<file path="config.mk">
export PLATFORM = sky130hd
export DESIGN_NAME = br_stack_ckpt_flat
export DESIGN_NICKNAME = d
export VERILOG_FILES = /design/src/rtl/br_stack_pkg.sv /design/src/rtl/br_stack_ckpt_if.sv /design/src/rtl/br_ckpt_slot.sv /design/src/rtl/br_stack_ckpt.sv /design/src/flat_wrapper.sv
export SDC_FILE = /design/constraint.sdc
export NUM_CORES = 2
export LEC_CHECK = 0
export BUFFER_PORTS_ARGS = -buffer_cell sky130_fd_sc_hd__buf_2
export CAP_MARGIN = 10
export CORE_AREA = 10 10 564 566
export CTS_CLUSTER_DIAMETER = 30
export DETAILED_ROUTE_END_ITERATION = 8
export DIE_AREA = 0 0 574 576
export PLACE_DENSITY = 0.38
export SLEW_MARGIN = 20
export SYNTH_ARGS = -nofsm -noshare
export SYNTH_HDL_FRONTEND = slang
export SYNTH_HIERARCHICAL = 1
export SYNTH_SLANG_ARGS = --single-unit
</file>
<file path="constraint.sdc">
create_clock -name clk -period 5.3 [get_ports clk]
set_input_delay 0.265 -clock clk [delete_from_list [all_inputs] [get_ports clk]]
set_output_delay 0.265 -clock clk [all_outputs]
set_load 0.02 [all_outputs]
</file>
<file path="src/rtl/br_stack_pkg.sv">
// Shared branch-checkpoint types: map entry, map table, checkpoint.
// Also holds the CDB wake-up helper used on stored and captured maps.
package br_stack_pkg;
  localparam int BR_DEPTH  = 4;
  localparam int MT_NUM    = 32;
  localparam int PRF_IDX_W = 6;
  localparam int FL_PTR_W  = 5;
  localparam int LSQ_P_W   = 3;
  localparam int CDB_NUM   = 2;

  typedef logic [BR_DEPTH-1:0]  br_mask_t;
  typedef logic [PRF_IDX_W-1:0] prf_tag_t;
  typedef logic [FL_PTR_W:0]    fl_ptr_t;
  typedef logic [LSQ_P_W-1:0]   lsq_ptr_t;
  typedef logic [CDB_NUM-1:0]   cdb_vld_t;

  typedef struct packed {
    logic     rdy;
    prf_tag_t tag;
  } mt_entry_t;

  typedef mt_entry_t [MT_NUM-1:0] mt_t;
  typedef prf_tag_t [CDB_NUM-1:0] cdb_tag_t;

  typedef struct packed {
    mt_t      mt;
    fl_ptr_t  fl_head;
    lsq_ptr_t lsq_p;
  } ckpt_t;

  function automatic mt_t cdb_wake(
    mt_t      mt,
    cdb_vld_t vld,
    cdb_tag_t tag
  );
    mt_t r;
    r = mt;
    for (int e = 0; e < MT_NUM; e++)
      for (int c = 0; c < CDB_NUM; c++)
        if (vld[c] && mt[e].tag == tag[c])
          r[e].rdy = 1'b1;
    return r;
  endfunction
endpackage

</file>
<file path="src/rtl/br_stack_ckpt_if.sv">
// Dispatch, resolve, CDB and recovery bundle of the checkpoint stack.
// master = rename/resolve side, slave = the stack.
interface br_stack_ckpt_if;
  import br_stack_pkg::*;

  logic     br_disp_i;
  mt_t      bak_mt_i;
  fl_ptr_t  bak_fl_head_i;
  lsq_ptr_t bak_lsq_p_i;
  br_mask_t br_mask_o;
  br_mask_t alloc_bit_o;
  logic     full_o;
  logic     rs_vld_i;
  br_mask_t rs_bit_i;
  logic     rs_wrong_i;
  cdb_vld_t cdb_vld_i;
  cdb_tag_t cdb_tag_i;
  logic     rc_vld_o;
  mt_t      rc_mt_o;
  fl_ptr_t  rc_fl_head_o;
  lsq_ptr_t rc_lsq_p_o;
  br_mask_t rc_mask_o;

  modport master (
    output br_disp_i, bak_mt_i,
    output bak_fl_head_i, bak_lsq_p_i,
    output rs_vld_i, rs_bit_i, rs_wrong_i,
    output cdb_vld_i, cdb_tag_i,
    input  br_mask_o, alloc_bit_o, full_o,
    input  rc_vld_o, rc_mt_o, rc_fl_head_o,
    input  rc_lsq_p_o, rc_mask_o
  );

  modport slave (
    input  br_disp_i, bak_mt_i,
    input  bak_fl_head_i, bak_lsq_p_i,
    input  rs_vld_i, rs_bit_i, rs_wrong_i,
    input  cdb_vld_i, cdb_tag_i,
    output br_mask_o, alloc_bit_o, full_o,
    output rc_vld_o, rc_mt_o, rc_fl_head_o,
    output rc_lsq_p_o, rc_mask_o
  );
endinterface

</file>
<file path="src/rtl/br_ckpt_slot.sv">
// One checkpoint slot: snapshot + dependency mask, CDB wake-up.
// ckpt_nx_o exposes the post-wake value so recovery sees same-cycle CDB.
module br_ckpt_slot
  import br_stack_pkg::*;
(
  input  logic     clk,
  input  logic     rst,
  input  logic     cap_i,
  input  logic     occ_i,
  input  ckpt_t    bak_i,
  input  br_mask_t dep_i,
  input  br_mask_t clr_i,
  input  cdb_vld_t cdb_vld_i,
  input  cdb_tag_t cdb_tag_i,
  output ckpt_t    ckpt_o,
  output ckpt_t    ckpt_nx_o,
  output br_mask_t dep_o
);
  ckpt_t src;

  always_comb begin
    src       = cap_i ? bak_i : ckpt_o;
    ckpt_nx_o = src;
    if (cap_i || occ_i)
      ckpt_nx_o.mt = cdb_wake(src.mt, cdb_vld_i, cdb_tag_i);
  end

  always_ff @(posedge clk) begin
    if (rst) begin
      ckpt_o <= '0;
      dep_o  <= '0;
    end else begin
      ckpt_o <= ckpt_nx_o;
      dep_o  <= cap_i ? dep_i : (dep_o & ~clr_i);
    end
  end
endmodule

</file>
<file path="src/rtl/br_stack_ckpt.sv">
// Branch checkpoint stack: mask, lowest-free allocator, recovery register.
// Ports: clk, rst (sync, active-high), bus (br_stack_ckpt_if.slave).
module br_stack_ckpt
  import br_stack_pkg::*;
(
  input logic clk,
  input logic rst,
  br_stack_ckpt_if.slave bus
);
  br_mask_t mask, mask_nx, grant, clr, dep_keep, dep_k;
  br_mask_t dep [BR_DEPTH];
  ckpt_t    ck [BR_DEPTH];
  ckpt_t    ck_nx [BR_DEPTH];
  ckpt_t    ck_k, bak;
  logic     rs_ok, bad, good;

  logic     rc_vld;
  ckpt_t    rc_ck;
  br_mask_t rc_mask;

  assign bak = '{mt:      bus.bak_mt_i,
                 fl_head: bus.bak_fl_head_i,
                 lsq_p:   bus.bak_lsq_p_i};

  // Resolves naming a free slot or several slots are dropped.
  assign rs_ok = bus.rs_vld_i
              && $onehot(bus.rs_bit_i)
              && |(bus.rs_bit_i & mask);
  assign bad  = rs_ok &&  bus.rs_wrong_i;
  assign good = rs_ok && !bus.rs_wrong_i;
  assign clr  = good ? bus.rs_bit_i : '0;

  assign bus.full_o = &mask;

  // Lowest zero bit of the pre-update mask.
  assign grant = (bus.br_disp_i && !bus.full_o && !bad)
               ? (~mask & (mask + br_mask_t'(1))) : '0;
  assign bus.alloc_bit_o = grant;
  assign dep_keep = mask & ~clr;

  always_comb begin
    dep_k = '0;
    ck_k  = '0;
    for (int i = 0; i < BR_DEPTH; i++)
      if (bus.rs_bit_i[i]) begin
        dep_k = dep_k | dep[i];
        ck_k  = ck_k | ck_nx[i];
      end
  end

  assign mask_nx = bad ? dep_k : (dep_keep | grant);

  for (genvar i = 0; i < BR_DEPTH; i++) begin : g_slot
    br_ckpt_slot u_slot (
      .clk       (clk),
      .rst       (rst),
      .cap_i     (grant[i]),
      .occ_i     (mask[i]),
      .bak_i     (bak),
      .dep_i     (dep_keep),
      .clr_i     (clr),
      .cdb_vld_i (bus.cdb_vld_i),
      .cdb_tag_i (bus.cdb_tag_i),
      .ckpt_o    (ck[i]),
      .ckpt_nx_o (ck_nx[i]),
      .dep_o     (dep[i])
    );
  end

  always_ff @(posedge clk) begin
    if (rst) begin
      mask    <= '0;
      rc_vld  <= 1'b0;
      rc_ck   <= '0;
      rc_mask <= '0;
    end else begin
      mask   <= mask_nx;
      rc_vld <= bad;
      if (bad) begin
        rc_ck   <= ck_k;
        rc_mask <= dep_k;
      end
    end
  end

  assign bus.br_mask_o    = mask;
  assign bus.rc_vld_o     = rc_vld;
  assign bus.rc_mt_o      = rc_ck.mt;
  assign bus.rc_fl_head_o = rc_ck.fl_head;
  assign bus.rc_lsq_p_o   = rc_ck.lsq_p;
  assign bus.rc_mask_o    = rc_mask;
endmodule

</file>
<file path="src/flat_wrapper.sv">
// flat-port wrapper written by rule: the top's interface ports become plain ports
module br_stack_ckpt_flat import br_stack_pkg::*;
  (clk, rst, bus_br_disp_i, bus_bak_mt_i, bus_bak_fl_head_i, bus_bak_lsq_p_i, bus_rs_vld_i, bus_rs_bit_i, bus_rs_wrong_i, bus_cdb_vld_i, bus_cdb_tag_i, bus_br_mask_o, bus_alloc_bit_o, bus_full_o, bus_rc_vld_o, bus_rc_mt_o, bus_rc_fl_head_o, bus_rc_lsq_p_o, bus_rc_mask_o);
  br_stack_ckpt_if bus_i ();
  input logic clk;
  input logic rst;
  input wire logic [$bits(bus_i.br_disp_i)-1:0] bus_br_disp_i;
  input wire logic [$bits(bus_i.bak_mt_i)-1:0] bus_bak_mt_i;
  input wire logic [$bits(bus_i.bak_fl_head_i)-1:0] bus_bak_fl_head_i;
  input wire logic [$bits(bus_i.bak_lsq_p_i)-1:0] bus_bak_lsq_p_i;
  input wire logic [$bits(bus_i.rs_vld_i)-1:0] bus_rs_vld_i;
  input wire logic [$bits(bus_i.rs_bit_i)-1:0] bus_rs_bit_i;
  input wire logic [$bits(bus_i.rs_wrong_i)-1:0] bus_rs_wrong_i;
  input wire logic [$bits(bus_i.cdb_vld_i)-1:0] bus_cdb_vld_i;
  input wire logic [$bits(bus_i.cdb_tag_i)-1:0] bus_cdb_tag_i;
  output wire logic [$bits(bus_i.br_mask_o)-1:0] bus_br_mask_o;
  output wire logic [$bits(bus_i.alloc_bit_o)-1:0] bus_alloc_bit_o;
  output wire logic [$bits(bus_i.full_o)-1:0] bus_full_o;
  output wire logic [$bits(bus_i.rc_vld_o)-1:0] bus_rc_vld_o;
  output wire logic [$bits(bus_i.rc_mt_o)-1:0] bus_rc_mt_o;
  output wire logic [$bits(bus_i.rc_fl_head_o)-1:0] bus_rc_fl_head_o;
  output wire logic [$bits(bus_i.rc_lsq_p_o)-1:0] bus_rc_lsq_p_o;
  output wire logic [$bits(bus_i.rc_mask_o)-1:0] bus_rc_mask_o;
  assign bus_i.br_disp_i = bus_br_disp_i;
  assign bus_i.bak_mt_i = bus_bak_mt_i;
  assign bus_i.bak_fl_head_i = bus_bak_fl_head_i;
  assign bus_i.bak_lsq_p_i = bus_bak_lsq_p_i;
  assign bus_i.rs_vld_i = bus_rs_vld_i;
  assign bus_i.rs_bit_i = bus_rs_bit_i;
  assign bus_i.rs_wrong_i = bus_rs_wrong_i;
  assign bus_i.cdb_vld_i = bus_cdb_vld_i;
  assign bus_i.cdb_tag_i = bus_cdb_tag_i;
  assign bus_br_mask_o = bus_i.br_mask_o;
  assign bus_alloc_bit_o = bus_i.alloc_bit_o;
  assign bus_full_o = bus_i.full_o;
  assign bus_rc_vld_o = bus_i.rc_vld_o;
  assign bus_rc_mt_o = bus_i.rc_mt_o;
  assign bus_rc_fl_head_o = bus_i.rc_fl_head_o;
  assign bus_rc_lsq_p_o = bus_i.rc_lsq_p_o;
  assign bus_rc_mask_o = bus_i.rc_mask_o;
  br_stack_ckpt u_core (.clk(clk), .rst(rst), .bus(bus_i));
endmodule
</file>
==> impl_metrics.csv <==
group,metric,value,unit
outcome,status,"complete, no violations",
power,power.leakage,39.8,nW
power,seq_power_share,0.242,
grt,grt_pass1_wl,471000,um
layout,fin_cells,13400,
layout,seq_area,23800,um2
timing,rsz0062_at_grt,"false",
logic_synthesis,ys_types,45,
drt,wl,323000,um
setup_path,path_delay_family,"simple AND/OR/NAND/NOR gates",
grt,grt_pass1_vias,67044,
die,die_area,331000,um2
power,power_frac_clock,0.630,
setup_path,crit_path_max_incr_delay,0.57,ns
grt,antenna_found_initial,22,
clock_network,cts_buffers,407,
clock_network,clkSinkCount,1190,
drt,routed_via_density,4.81,
place,hpwl,204000,um
place,port_buffers,502,
clock_network,cts-resized-gates,0,
timing,slew_headroom,0.271,
layout,layout_commonest_cell,"xnor2_1",
logic_synthesis,netlist_area,76200,um2
power,intPower,28.5,mW
drt,post-route-drc-count,0,
layout,multi_input_area,45700,um2
clock_network,cts_tree,"done",
setup_path,crit_arrival,5.22,ns
grt,grt_usage,0.186,
logic_synthesis,syn-num-nets,8483,
clock_network,clk_pin_slew_worst_paths,0.04,ns
drt,firstDrtPassIters,6,
die,core,307000,um2
grt,grt_max_degree,150,
power,sw_frac_of_total,0.268,
die,io_pins,503,
setup_path,crit_slowest_cell,"dlygate4sd3_1",
logic_synthesis,seq_area_frac_synth,0.313,
die,initial_core_util,0.248,
setup_path,cp_cell_sequence,"dlygate4sd3_1 > buf_8 > inv_1 > fa_1 > inv_1 > ha_1 > ha_1 > and4bb_2 > o211a_4 > nor2_4 > buf_12 > buf_12 > mux2i_1 > xnor2_1 > nor4_1 > nand4_1 > nand3_1 > a22oi_1 > a311oi_2",
setup_path,path_buf_inv,6,
logic_synthesis,ys_warn_count,6,
clock_network,htree_levels,5,
clock_network,clk_latency,0.94,ns
drt,ant_nets,0,
setup_path,cp-start-kind,"input port",
clock_network,cts_hold_buffers,249,
timing,finalClockSkew,0.0749,ns
timing,slew_violations,0,
min_path,min_from,"bus_cdb_tag_i[3]",
place,gp_congestion,0.794,
timing,max_freq,0.226,GHz
clock_network,clk_path_buf_depth,4,
power,power_frac_comb,0.128,
min_path,hold_path.class,"in2reg",
die,rows,204,
layout,nNetsFinal,9185,
layout,final_layout_size_suffix_gt1_frac,0.211,
layout,fillCellCount,31867,
setup_path,required,6.09,ns
logic_synthesis,syn_inst,8224,
setup_path,r2r_start,"u_core/bus.br_mask_o[1]",
layout,final_cell_mix,"xnor2_1 (1288), dfxtp_1 (1190), nor2_1 (997)",
timing,finalSetupViolCount,0,
die,fp.dieH,576,um
clock_network,root_buffer,"clkbuf_16",
layout,syn_to_final_growth,30.7,%
timing,fin_tns_setup,0,ns
timing,hold_viol,0,
logic_synthesis,syn-mean-instance-area,9.27,um2
job,cap_violations,0,
drt,vias,64400,
drt,wl_per_cell,24.1,um
timing,period_needed,4.43,ns
drt,first_iter_violations,4087,
grt,overflow,0,
setup_path,worstSetupPathType,"in2reg",
setup_path,crit_path_end_kind,"flip-flop",
power,total_power,38.9,mW
logic_synthesis,ys_ff_latch,1190,
setup_path,cp-startpoint,"bus_rs_bit_i[1]",
power,peakVddDrop,0.298,mV
die,die-width,574,um
setup_path,critPathMaxFanout,21,
power,power_density,390,nW/um2
timing,tightest_slew,1.09,ns
place,place_inst,12388,
power,power.switching,10.4,mW
clock_network,cts_setup_buffers,0,
timing,fin_crit_sh,0.836,
==> cells in the mapped netlist, drive strengths merged <==
master,n,area (um2)
xnor2,1288,11300
dfxtp,1190,23800
nor2,1001,3760
mux2i,864,10900
inv,749,2810
a22oi,738,5540
xor2,504,4410
buf,390,2810
clkbuf,289,1090
nor4,256,1600
a311oi,233,3480
nand4,221,1380
a31oi,112,701
nand3,108,541
nor2b,70,438
mux2,68,766
a21oi,36,180
and3,32,200
nand2,21,78.8
nor3b,16,120
a22o,10,87.6
a41oi,4,35.0
nor3,4,20.0
a31o,3,26.3
o21ai,3,15.0
ha,2,25.0
nand2b,2,12.5
o21a,2,15.0
a21boi,1,7.51
and4,1,8.76
and4bb,1,12.5
fa,1,20.0
nand3b,1,7.51
nand4b,1,8.76
o211a,1,10.0
o211ai,1,7.51
==> through the flow <==
| step | worst slack (ns) | area [um2] | util | hold WS (ns) |
|---|---|---|---|---|
| 3_5_place_dp | 0.632 | 82900 | 0.270 | 0.455 |
| 5_1_grt | 0.662 | 99600 | 0.324 | 0.0587 |
| 2_1_floorplan | 0.237 | 76200 | - | 0.425 |
| 3_3_place_gp | 0.614 | 82900 | 0.270 | 0.448 |
| 6_report | 0.869 | 99600 | 0.324 | 0.0915 |
| 4_1_cts | 0.999 | 99600 | 0.324 | 0.0274 |
==> final timing paths <==
check,endpoint,slack (ns),cells past startpoint
worst min-delay path,u_core/g_slot[0].u_slot/ckpt_o[148],0.09,4
worst max register to register,u_core/bus.rc_mt_o[202],1.40,12
worst min register to register,u_core/bus.rc_mask_o[0],0.47,1
worst max-delay path,u_core/bus.rc_mt_o[202],0.87,19
==> flip-flops by register name (all words and copies together), names as in the netlist <==
name,cells
u_core/g_slot.u_slot/ckpt_o,932
u_core/bus.rc_mt_o,224
u_core/g_slot.u_slot/dep_o,16
u_core/bus.rc_fl_head_o,6
u_core/bus.br_mask_o,4
u_core/bus.rc_mask_o,4
u_core/bus.rc_lsq_p_o,3
u_core/bus.rc_vld_o,1
==> tightest hold or removal path, stage by stage <==
cell and delay, ns:
buf_8 0.23, xor2_1 0.24, nand4_1 0.10, a31oi_1 0.09
==> final cells by class <==
| type | count | area share |
|---|---|---|
| Multi-Input combinational cell | 5606 | 0.459 |
| Timing Repair Buffer | 972 | 0.0784 |
| Inverter | 749 | 0.0282 |
| Clock buffer | 589 | 0.120 |
| Antenna cell | 8 | 0.000201 |
| Sequential cell | 1190 | 0.239 |
| Clock inverter | 166 | 0.0226 |
| Tap cell | 4120 | 0.0518 |
==> power by group through the flow <==
| stage | Clock, mW | Combinational (mW) | Sequential, mW |
|---|---|---|---|
| final | 24.5 | 4.99 | 9.41 |
| after global routing | 25.4 | 5.35 | 9.43 |
| after CTS | 24.9 | 5.01 | 9.41 |
| after detailed placement | 0 | 4.82 | 9.56 |
| after global placement | 0 | 4.81 | 9.55 |
| after floorplan | 0 | 3.24 | 9.57 |
==> per-layer routing <==
metal  track usage  part of all wire  up-vias
met1         0.248              0.46    32058
met3        0.0315             0.050      544
met2         0.308              0.46     1942
met5             0           0.00038        -
met4        0.0517             0.025       18
li1              -                 -    29838
==> logic make-up (layout without fill, tap and decap cells) <==
| logic type | after synthesis | count (layout) | share of synthesized area |
|---|---|---|---|
| buffers and inverters | 1428 | 2476 | 0.0881 |
| adders and majority gates | 3 | 3 | 0.000591 |
| and+or+nand+nor | 1735 | 1735 | 0.107 |
| DFF | 1190 | 1190 | 0.313 |
| xor gates and xnor gates | 1792 | 1792 | 0.206 |
| muxes | 932 | 932 | 0.153 |
| AOI/OAI and AO/OA | 1144 | 1144 | 0.133 |
| other | 0 | 8 | 0 |
(Power assumes the default switching activity.)
